[src/rtl/uart_rx.sv]
// ---------------------------------------------------------------------------
// uart_rx : oversampling UART receiver
//
// Receives asynchronous serial frames (start, DATA_SIZE data bits LSB first,
// optional odd/even parity bit, STOP_SIZE stop bits) on Rx. The line is
// resynchronised into the clk domain and sampled once per bit, at the bit
// centre, using an oversampling tick of SAMPLE ticks per bit.
//
// Ports
//   clk          system clock, rising-edge
//   rst_n        asynchronous active-low reset
//   Rx           serial line, idles high, asynchronous to clk
//   d_out        last received word, LSB-aligned, unused upper bits 0
//   d_out_valid  one-clk pulse when a frame completes
//   parity_err   parity mismatch flag of the last completed frame
//   frame_err    stop-bit error flag of the last completed frame
//   busy         high whenever the receiver is not idle
// ---------------------------------------------------------------------------
module uart_rx #(
  parameter int SYS_FREQ  = 50000000,
  parameter int BAUD_RATE = 9600,
  parameter int DATA_SIZE = 8,
  parameter int STOP_SIZE = 1,
  parameter int SAMPLE    = 16,
  parameter int PARITY    = 2
) (
  input  logic       clk,
  input  logic       rst_n,
  input  logic       Rx,
  output logic [7:0] d_out,
  output logic       d_out_valid,
  output logic       parity_err,
  output logic       frame_err,
  output logic       busy
);

  localparam int DIV  = SYS_FREQ / (BAUD_RATE * SAMPLE);
  localparam int DW   = (DIV > 1) ? $clog2(DIV) : 1;
  localparam int TW   = $clog2(SAMPLE);
  localparam int HALF = SAMPLE / 2;
  localparam logic PAR_EXP = (PARITY == 1) ? 1'b1 : 1'b0;

  typedef enum logic [2:0] {
    ST_IDLE   = 3'd0,
    ST_START  = 3'd1,
    ST_DATA   = 3'd2,
    ST_PARITY = 3'd3,
    ST_STOP   = 3'd4
  } state_t;

  localparam state_t AFTER_DATA = (PARITY != 0) ? ST_PARITY : ST_STOP;

  // XOR of all data bits and the received parity bit
  function automatic logic par_calc(input logic [7:0] data, input logic par_bit);
    return (^data) ^ par_bit;
  endfunction

  state_t          r_state;
  state_t          w_state_nx;
  logic [1:0]      r_sync;
  logic            w_rx_s;
  logic [DW-1:0]   r_div;
  logic [TW-1:0]   r_tcnt;
  logic [3:0]      r_bit;
  logic [7:0]      r_shift;
  logic            r_par_err;
  logic            r_stop_err;
  logic            r_armed;
  logic            r_fin;
  logic            w_tick;
  logic            w_half;
  logic            w_full;
  logic            w_start;
  logic            w_finish;
  logic [7:0]      r_d_out;
  logic            r_valid;
  logic            r_parity_err;
  logic            r_frame_err;
  logic            r_busy;

  assign w_rx_s = r_sync[1];
  assign w_tick = (r_div == DW'(DIV - 1));
  assign w_half = w_tick && (r_tcnt == TW'(HALF - 1));
  assign w_full = w_tick && (r_tcnt == TW'(SAMPLE - 1));

  // Two-flop synchronizer for the asynchronous serial line
  always_ff @(posedge clk or negedge rst_n) begin
    if (!rst_n) begin
      r_sync <= 2'b11;
    end else begin
      r_sync <= {r_sync[0], Rx};
    end
  end

  // FSM state register
  always_ff @(posedge clk or negedge rst_n) begin
    if (!rst_n) begin
      r_state <= ST_IDLE;
    end else begin
      r_state <= w_state_nx;
    end
  end

  // Next-state logic and frame start/finish strobes
  always_comb begin
    w_state_nx = r_state;
    w_start    = 1'b0;
    w_finish   = 1'b0;
    case (r_state)
      ST_IDLE: begin
        if (r_armed && !w_rx_s) begin
          w_state_nx = ST_START;
          w_start    = 1'b1;
        end else begin
          w_state_nx = ST_IDLE;
        end
      end
      ST_START: begin
        if (w_half) begin
          w_state_nx = w_rx_s ? ST_IDLE : ST_DATA;
        end else begin
          w_state_nx = ST_START;
        end
      end
      ST_DATA: begin
        if (w_full && (r_bit == 4'(DATA_SIZE - 1))) begin
          w_state_nx = AFTER_DATA;
        end else begin
          w_state_nx = ST_DATA;
        end
      end
      ST_PARITY: begin
        if (w_full) begin
          w_state_nx = ST_STOP;
        end else begin
          w_state_nx = ST_PARITY;
        end
      end
      ST_STOP: begin
        // r_fin marks that the last stop bit was sampled on the previous clk
        if (r_fin) begin
          w_state_nx = ST_IDLE;
          w_finish   = 1'b1;
        end else begin
          w_state_nx = ST_STOP;
        end
      end
      default: begin
        w_state_nx = ST_IDLE;
      end
    endcase
  end

  // Baud divider and per-bit tick counter; both held at zero while idle so a
  // detected start edge always begins counting from a clean phase
  always_ff @(posedge clk or negedge rst_n) begin
    if (!rst_n) begin
      r_div  <= '0;
      r_tcnt <= '0;
    end else if (r_state == ST_IDLE) begin
      r_div  <= '0;
      r_tcnt <= '0;
    end else begin
      r_div <= w_tick ? DW'(0) : r_div + DW'(1);
      if (w_tick) begin
        if ((r_state == ST_START && w_half) || w_full) begin
          r_tcnt <= '0;
        end else begin
          r_tcnt <= r_tcnt + TW'(1);
        end
      end
    end
  end

  // Armed flag: a line stuck low after a bad stop bit must go high before
  // another start edge is accepted
  always_ff @(posedge clk or negedge rst_n) begin
    if (!rst_n) begin
      r_armed <= 1'b1;
    end else if (r_state == ST_IDLE && w_rx_s) begin
      r_armed <= 1'b1;
    end else if (r_state == ST_STOP && w_full && !r_fin &&
                 r_bit == 4'(STOP_SIZE - 1) && !w_rx_s) begin
      r_armed <= 1'b0;
    end
  end

  // Bit sampling: data shift-in, parity check, stop-bit check
  always_ff @(posedge clk or negedge rst_n) begin
    if (!rst_n) begin
      r_bit      <= 4'd0;
      r_shift    <= 8'd0;
      r_par_err  <= 1'b0;
      r_stop_err <= 1'b0;
      r_fin      <= 1'b0;
    end else begin
      case (r_state)
        ST_IDLE: begin
          if (w_start) begin
            r_bit      <= 4'd0;
            r_shift    <= 8'd0;
            r_par_err  <= 1'b0;
            r_stop_err <= 1'b0;
            r_fin      <= 1'b0;
          end
        end
        ST_START: begin
          r_bit <= 4'd0;
        end
        ST_DATA: begin
          if (w_full) begin
            r_shift[r_bit[2:0]] <= w_rx_s;
            r_bit <= (r_bit == 4'(DATA_SIZE - 1)) ? 4'd0 : r_bit + 4'd1;
          end
        end
        ST_PARITY: begin
          if (w_full) begin
            r_par_err <= (par_calc(r_shift, w_rx_s) != PAR_EXP);
          end
        end
        ST_STOP: begin
          if (w_full && !r_fin) begin
            if (!w_rx_s) begin
              r_stop_err <= 1'b1;
            end
            if (r_bit == 4'(STOP_SIZE - 1)) begin
              r_fin <= 1'b1;
            end else begin
              r_bit <= r_bit + 4'd1;
            end
          end
        end
        default: begin
          r_bit <= 4'd0;
        end
      endcase
    end
  end

  // Output registers: result words update together when a frame completes
  always_ff @(posedge clk or negedge rst_n) begin
    if (!rst_n) begin
      r_d_out      <= 8'd0;
      r_valid      <= 1'b0;
      r_parity_err <= 1'b0;
      r_frame_err  <= 1'b0;
      r_busy       <= 1'b0;
    end else begin
      r_valid <= w_finish;
      r_busy  <= (w_state_nx != ST_IDLE);
      if (w_finish) begin
        r_d_out      <= r_shift;
        r_parity_err <= r_par_err;
        r_frame_err  <= r_stop_err;
      end
    end
  end

  assign d_out       = r_d_out;
  assign d_out_valid = r_valid;
  assign parity_err  = r_parity_err;
  assign frame_err   = r_frame_err;
  assign busy        = r_busy;

endmodule

[config.mk]
export PLATFORM = sky130hd
export DESIGN_NAME = uart_rx
export DESIGN_NICKNAME = d
export VERILOG_FILES = /design/src/rtl/uart_rx.sv
export SDC_FILE = /design/constraint.sdc
export NUM_CORES = 1
export LEC_CHECK = 0
export CAP_MARGIN = 40
export CORE_MARGIN = 3
export CORE_UTILIZATION = 63
export DETAILED_ROUTE_END_ITERATION = 8
export GPL_TIMING_DRIVEN = 0
export PLACE_DENSITY = 0.84
export SLEW_MARGIN = 20
export SYNTH_ARGS = -nofsm -noshare
export SYNTH_HDL_FRONTEND = slang
export SYNTH_SLANG_ARGS = --single-unit
[constraint.sdc]
create_clock -name clk -period 3 [get_ports clk]
set_input_delay 0.6 -clock clk [delete_from_list [all_inputs] [get_ports clk]]
set_output_delay 0.6 -clock clk [all_outputs]
set_load 0.01 [all_outputs]
Yosys cells after proc, flatten, opt, wreduce, memory -nomap -nowiden. Index checks and enable logic that the tools add are counted.

Input port bits: 3. Memories kept: 0. Bits in registers: 46. Memory bits (read-only): 0. Output and inout port bits: 12. Latch bits: 0. Word-level logic and storage cells: 105. Bits in writable memories: 0.

Div/mod/pow operators: 0. Eq/ne operators: 15. Bitwise operators: 2. Mux-type cells: 39. Shift-type cells: 0. Magnitude comparators: 2. Multipliers: 0. Add/sub/neg operators: 3. Reductions and logical operators: 29.

Operator list (number): 4-bit two-way mux (8); 9-bit two-way mux (2); 8-bit two-way mux (2); 4-bit one-hot mux with 4 select lines (1); 8-bit one-hot mux with 2 select lines (1); 1-bit two-way mux (15); 3-bit one-hot mux with 5 select lines (1); 1-bit logical AND (12); 2-bit != test, second input constant (5); 2-bit nonzero test (5); 9-bit by 1-bit adder with 9-bit output, second input constant (1); 9-bit == test, second input constant (1); 4-bit by 1-bit adder with 4-bit output, second input constant (2); 8-bit bitwise mux (1); 4-bit by 3-bit == test with 1-bit output, second input constant (2); 4-bit AND reduction (2); 8-bit XOR reduction (1); 3-bit by 2-bit == test with 1-bit output, second input constant (2); 3-bit two-way mux (2); 1-bit one-hot mux with 2 select lines (3); 3-bit AND reduction (2); 5-bit AND reduction (1); 4-bit == test, second input constant (1); 4-bit logical NOT (1); other kinds (13) (16).

Logic depth before layout (Yosys ltp).
Word-level depth: 8. Depth in mapped cells: 7. Gate-level depth less buffers: 6.

Worst setup path before layout. OpenSTA, ideal clock, no wires.

Kind: reg-to-reg. Start point: register r_div[0]. End point: register r_bit[3]. Data arrival time: 1.928 ns. Slack: 0.951 ns. Setup time: 0.122 ns. Period minus slack after synthesis: 2.049 ns. Stages on the path, launching flop included: 8. Buffers on the path: 1. Required time: 2.878 ns. Cell sequence: dfrtp_1 -> inv_1 -> ha_1 -> nand4bb_1 -> clkbuf_1 -> or4_4 -> a221o_1 -> a32o_1.

Word-level cells in the longest chain between the ends: 5. Elaborated cells between the ends (all ways): 6. Those cells by class: 3 x eq/ne; 3 x reduce/logical.

RTL lines: start, declared (line 62) `logic [DW-1:0] r_div;`; start signal, assigned (line 164) `r_div <= w_tick ? DW'(0) : r_div + DW'(1);`; 9-bit == test * (line 82) `assign w_tick = (r_div == DW'(DIV - 1));`; 1-bit logical AND * (line 84) `assign w_full = w_tick && (r_tcnt == TW'(SAMPLE - 1));`; 1-bit logical AND (line 222) `if (w_full && !r_fin) begin`; 2-bit by 1-bit != test with 1-bit output (no line); 5-bit AND reduction (no line) *; end signal, assigned (line 213) `r_bit <= (r_bit == 4'(DATA_SIZE - 1)) ? 4'd0 : r_bit + 4'd1;`; end signal, assigned (line 229) `r_bit <= r_bit + 4'd1;`; end, declared (line 64) `logic [3:0] r_bit;`.

Mark *: on every way between the ends. The rest lies on a longest branch, timed or not. A chain may end at the register's enable or synchronous reset.

Worst setup path after layout.
Start point: register r_div[1]. End point: register r_shift[6].

Word-level cells in the longest chain between the ends: 4.

RTL lines: 9-bit == test (line 82); 1-bit logical AND (line 84); 2-bit != test (no line); 3-bit AND reduction (no line); end signal, assigned by index (line 212) `r_shift[r_bit[2:0]] <= w_rx_s;`; end, declared (line 65) `logic [7:0] r_shift;`.

No other way between the ends.

==> impl_metrics.sql <==
INSERT INTO impl_metrics (metric_group, metric, value, unit) VALUES
('sta', 'max_slew_margin', '55.9', '%'),
('route', 'wire_per_inst', '17.3', 'microns'),
('route', 'wl_met1', '2130', 'microns'),
('synth', 'synth_compound_area_share', '11.6', '%'),
('route', 'wl', '4960', 'microns'),
('route', 'detailedRoute.firstPassIterationCount', '4', ''),
('die', 'fp.dieArea', '4560', 'sq um'),
('placed_design', 'place.gp.congestion', '0.849', ''),
('synth', 'post_synth_xor_area_fraction', '6.45', '%'),
('route', 'overall_via_count_from_detail_route', '1776', ''),
('synth', 'synth_area_per_cell', '11.0', 'sq um'),
('route', 'highest-signal-layer', 'met4', ''),
('critical_path', 'timing.setup.critical_path_class', 'reg2reg', ''),
('synth', 'yosysTopAreaCell', 'dfrtp_1', ''),
('sta', 'timing.final.ws_setup', '0.730', 'ns'),
('die', 'placeableCoreArea', '3490', 'sq um'),
('finish', 'antenna_diodes', '0', ''),
('placed_design', 'dpl.hpwl', '3660', 'microns'),
('power_and_ir_drop', 'power.static_leakage', '1.26', 'nW'),
('synth', 'postSynthRegisterBits', '46', ''),
('finish', 'synth_to_layout_area_growth', '14.7', '%'),
('clock_tree', 'max-clock-path-buffers', '2', ''),
('sta', 'post-route-min-period', '2.27', 'ns'),
('sta', 'clock.fmax', '441', 'MHz'),
('global_routing', 'grt_pass1_wl', '8360', 'microns'),
('global_routing', 'globalRouteTotalUtil', '25.0', '%'),
('global_routing', 'grt_pass1_vias', '1710', ''),
('critical_path', 'critPathLaunchType', 'register', ''),
('clock_tree', 'cts_buffers', '5', ''),
('synth', 'synth-edff-count', '0', ''),
('synth', 'seq_area_frac_synth', '48.4', '%'),
('critical_path', 'end_kind', 'register', ''),
('synth', 'synth_top_family_by_area', 'simple AND/OR/NAND/NOR gates', ''),
('sta', 'final.period_utilization', '75.7', '%'),
('finish', 'final_net_count', '247', ''),
('sta', 'timing.setup.tns', '0', 'ns'),
('synth', 'post_synth_inst_count', '217', ''),
('sta', 'final.setup_skew', '0.0100', 'ns'),
('power_and_ir_drop', 'report.power.total', '1.49', 'mW'),
('finish', 'share_of_layout_cells_above_drive_strength_1', '17.5', '%'),
('finish', 'final_cell_area', '2740', 'sq um'),
('sta', 'actual_transition_at_the_worst_max_transition_pin', '0.656', 'ns'),
('power_and_ir_drop', 'worst_ir_drop_vdd', '566', 'uV'),
('sta', 'unrepaired_setup_endpoints_after_global_routing', 'false', ''),
('clock_tree', 'clock_sinks', '46', ''),
('sta', 'timing.final.setup_violations', '0', ''),
('clock_tree', 'register_clock_pin_slew_on_the_reported_worst_setup_and_hold_paths', '0.09', 'ns'),
('critical_path', 'worst_ep_arrival_time', '2.47', 'ns'),
('route', 'number_of_drc_markers_in_iteration_0', '132', ''),
('clock_tree', 'cts_resized', '0', ''),
('placed_design', 'io_buffers', '14', ''),
('synth', 'post-synth-top-area-fraction', '45.1', '%'),
('synth', 'cell_with_the_most_instances_after_synthesis', 'dfrtp_1', ''),
('global_routing', 'grt_antenna_before_repair', '0', ''),
('die', 'die_width', '67.6', 'microns'),
('critical_path', 'critical_path_peak_fanout', '9', ''),
('synth', 'ys_dominant_reg_cell', 'dfrtp_1', ''),
('placed_design', 'preCtsSetupSlack', '0.774', 'ns'),
('clock_tree', 'cts_max_level', '2', ''),
('die', 'core.rowCount', '21', ''),
('route', 'drtAntennaViolNets', '0', ''),
('die', 'io_pins', '15', ''),
('clock_tree', 'post_cts_buffers', '0', ''),
('synth', 'yosys_warnings', '0', ''),
('clock_tree', 'post_cts_hold_buffer_count', '0', ''),
('synth', 'synthMuxAreaShare', '7.44', '%'),
('placed_design', 'dpl_cell_area', '2600', 'sq um'),
('synth', 'synth.area.top_cells', 'dfrtp_1 45%, mux2_2 6.6%, dfstp_2 3.3%', ''),
('synth', 'synth_simple_gate_area_share', '20.5', '%'),
('synth', 'synth_fa_ha_area_share', '2.62', '%'),
('outcome', 'run_status', 'finished, final reports clean', '');
-- cells by family (layout without fill, tap and decap cells) --
logic type	Yosys count	count (layout)
buf+inv	17	40
mux	16	16
compound gates	37	37
fa+ha+maj	5	5
simple gates	80	80
xor+xnor	16	16
flops	46	46
-- final cells by class --
cell class,instances,area [sq um]
Sequential cell,46,1150
Tap cell,46,57.6
Clock inverter,3,68.8
Timing Repair Buffer,15,155
Multi-Input combinational cell,154,1160
Inverter,8,30.0
Buffer,9,42.5
Clock buffer,5,68.8
Fill cell,226,757
-- final timing paths --
kind	startpoint	to	slack, ns	depth (start not counted)
max in group asynchronous	rst_n	r_sync[1]$_DFF_PN1_	2.26	2
worst max-delay path	r_div[1]$_DFF_PN0_	r_shift[6]$_DFFE_PN0P_	0.73	7
worst min-delay path	rst_n	r_div[7]$_DFF_PN0_	0.18	1
worst min register to register	r_sync[0]$_DFF_PN1_	r_sync[1]$_DFF_PN1_	0.36	0
worst max register to register	r_div[1]$_DFF_PN0_	r_shift[6]$_DFFE_PN0P_	0.73	7
min in group clk	r_sync[0]$_DFF_PN1_	r_sync[1]$_DFF_PN1_	0.36	0
-- power by group --
part	switching [mW]	internal, mW	leakage [nW]
combinational	0.119	0.0910	0.578
sequential	0.0642	0.674	0.610
clock	0.210	0.334	0.0683
total	0.394	1.10	1.26
-- layout by cell type (no fill, tap or decap), drive strengths merged, types with 2 or more instances in the layout --
cell / n
or4: 2
nor4: 3
or3: 2
bufinv: 2
mux2i: 2
o21ai: 7
nand2b: 2
nand3: 14
clkbuf: 12
xor2: 9
and2: 2
nor2b: 6
nand3b: 2
or3b: 3
inv: 8
dfrtp: 43
a31o: 3
and3: 2
a211oi: 3
and3b: 2
a31oi: 2
mux2: 14
dfstp: 3
nand2: 8
xnor2: 6
nand4bb: 2
o22a: 2
clkdlybuf4s50: 13
nand4: 2
buf: 4
ha: 5
a21oi: 6
nor2: 17
nor3: 4
-- flip-flops by register name, indices dropped and copies added, names as in the netlist --
name,count
r_par_err,1
r_fin,1
frame_err,1
d_out_valid,1
busy,1
r_stop_err,1
r_div,9
r_bit,4
r_state,3
r_shift,8
parity_err,1
r_armed,1
r_sync,2
r_tcnt,4
d_out,8
-- per-stage QoR --
step                      util (%)  cells  hold WS [ns]
after global routing          78.3    286         0.207
final                         78.3    286         0.181
after floorplan                  -    217         0.304
after detailed placement      74.4    278         0.349
after global placement        74.0    277         0.347
after CTS                     78.3    286         0.191
-- per-layer routing --
layer  GRT usage, %  up-vias
li1               -      832
met1           33.4      893
met2           40.9       42
met3           4.66        9
met4           8.10        0
met5              0        -
-- critical path, stage by stage, from the launching register on --
cell       delay, ns
dfrtp_1         0.45
inv_1           0.09
ha_1            0.15
nand4bb_1       0.11
clkbuf_1        0.24
nor4_2          0.62
nand3_1         0.20
mux2_2          0.30
Power figures use the tool's default switching activity.
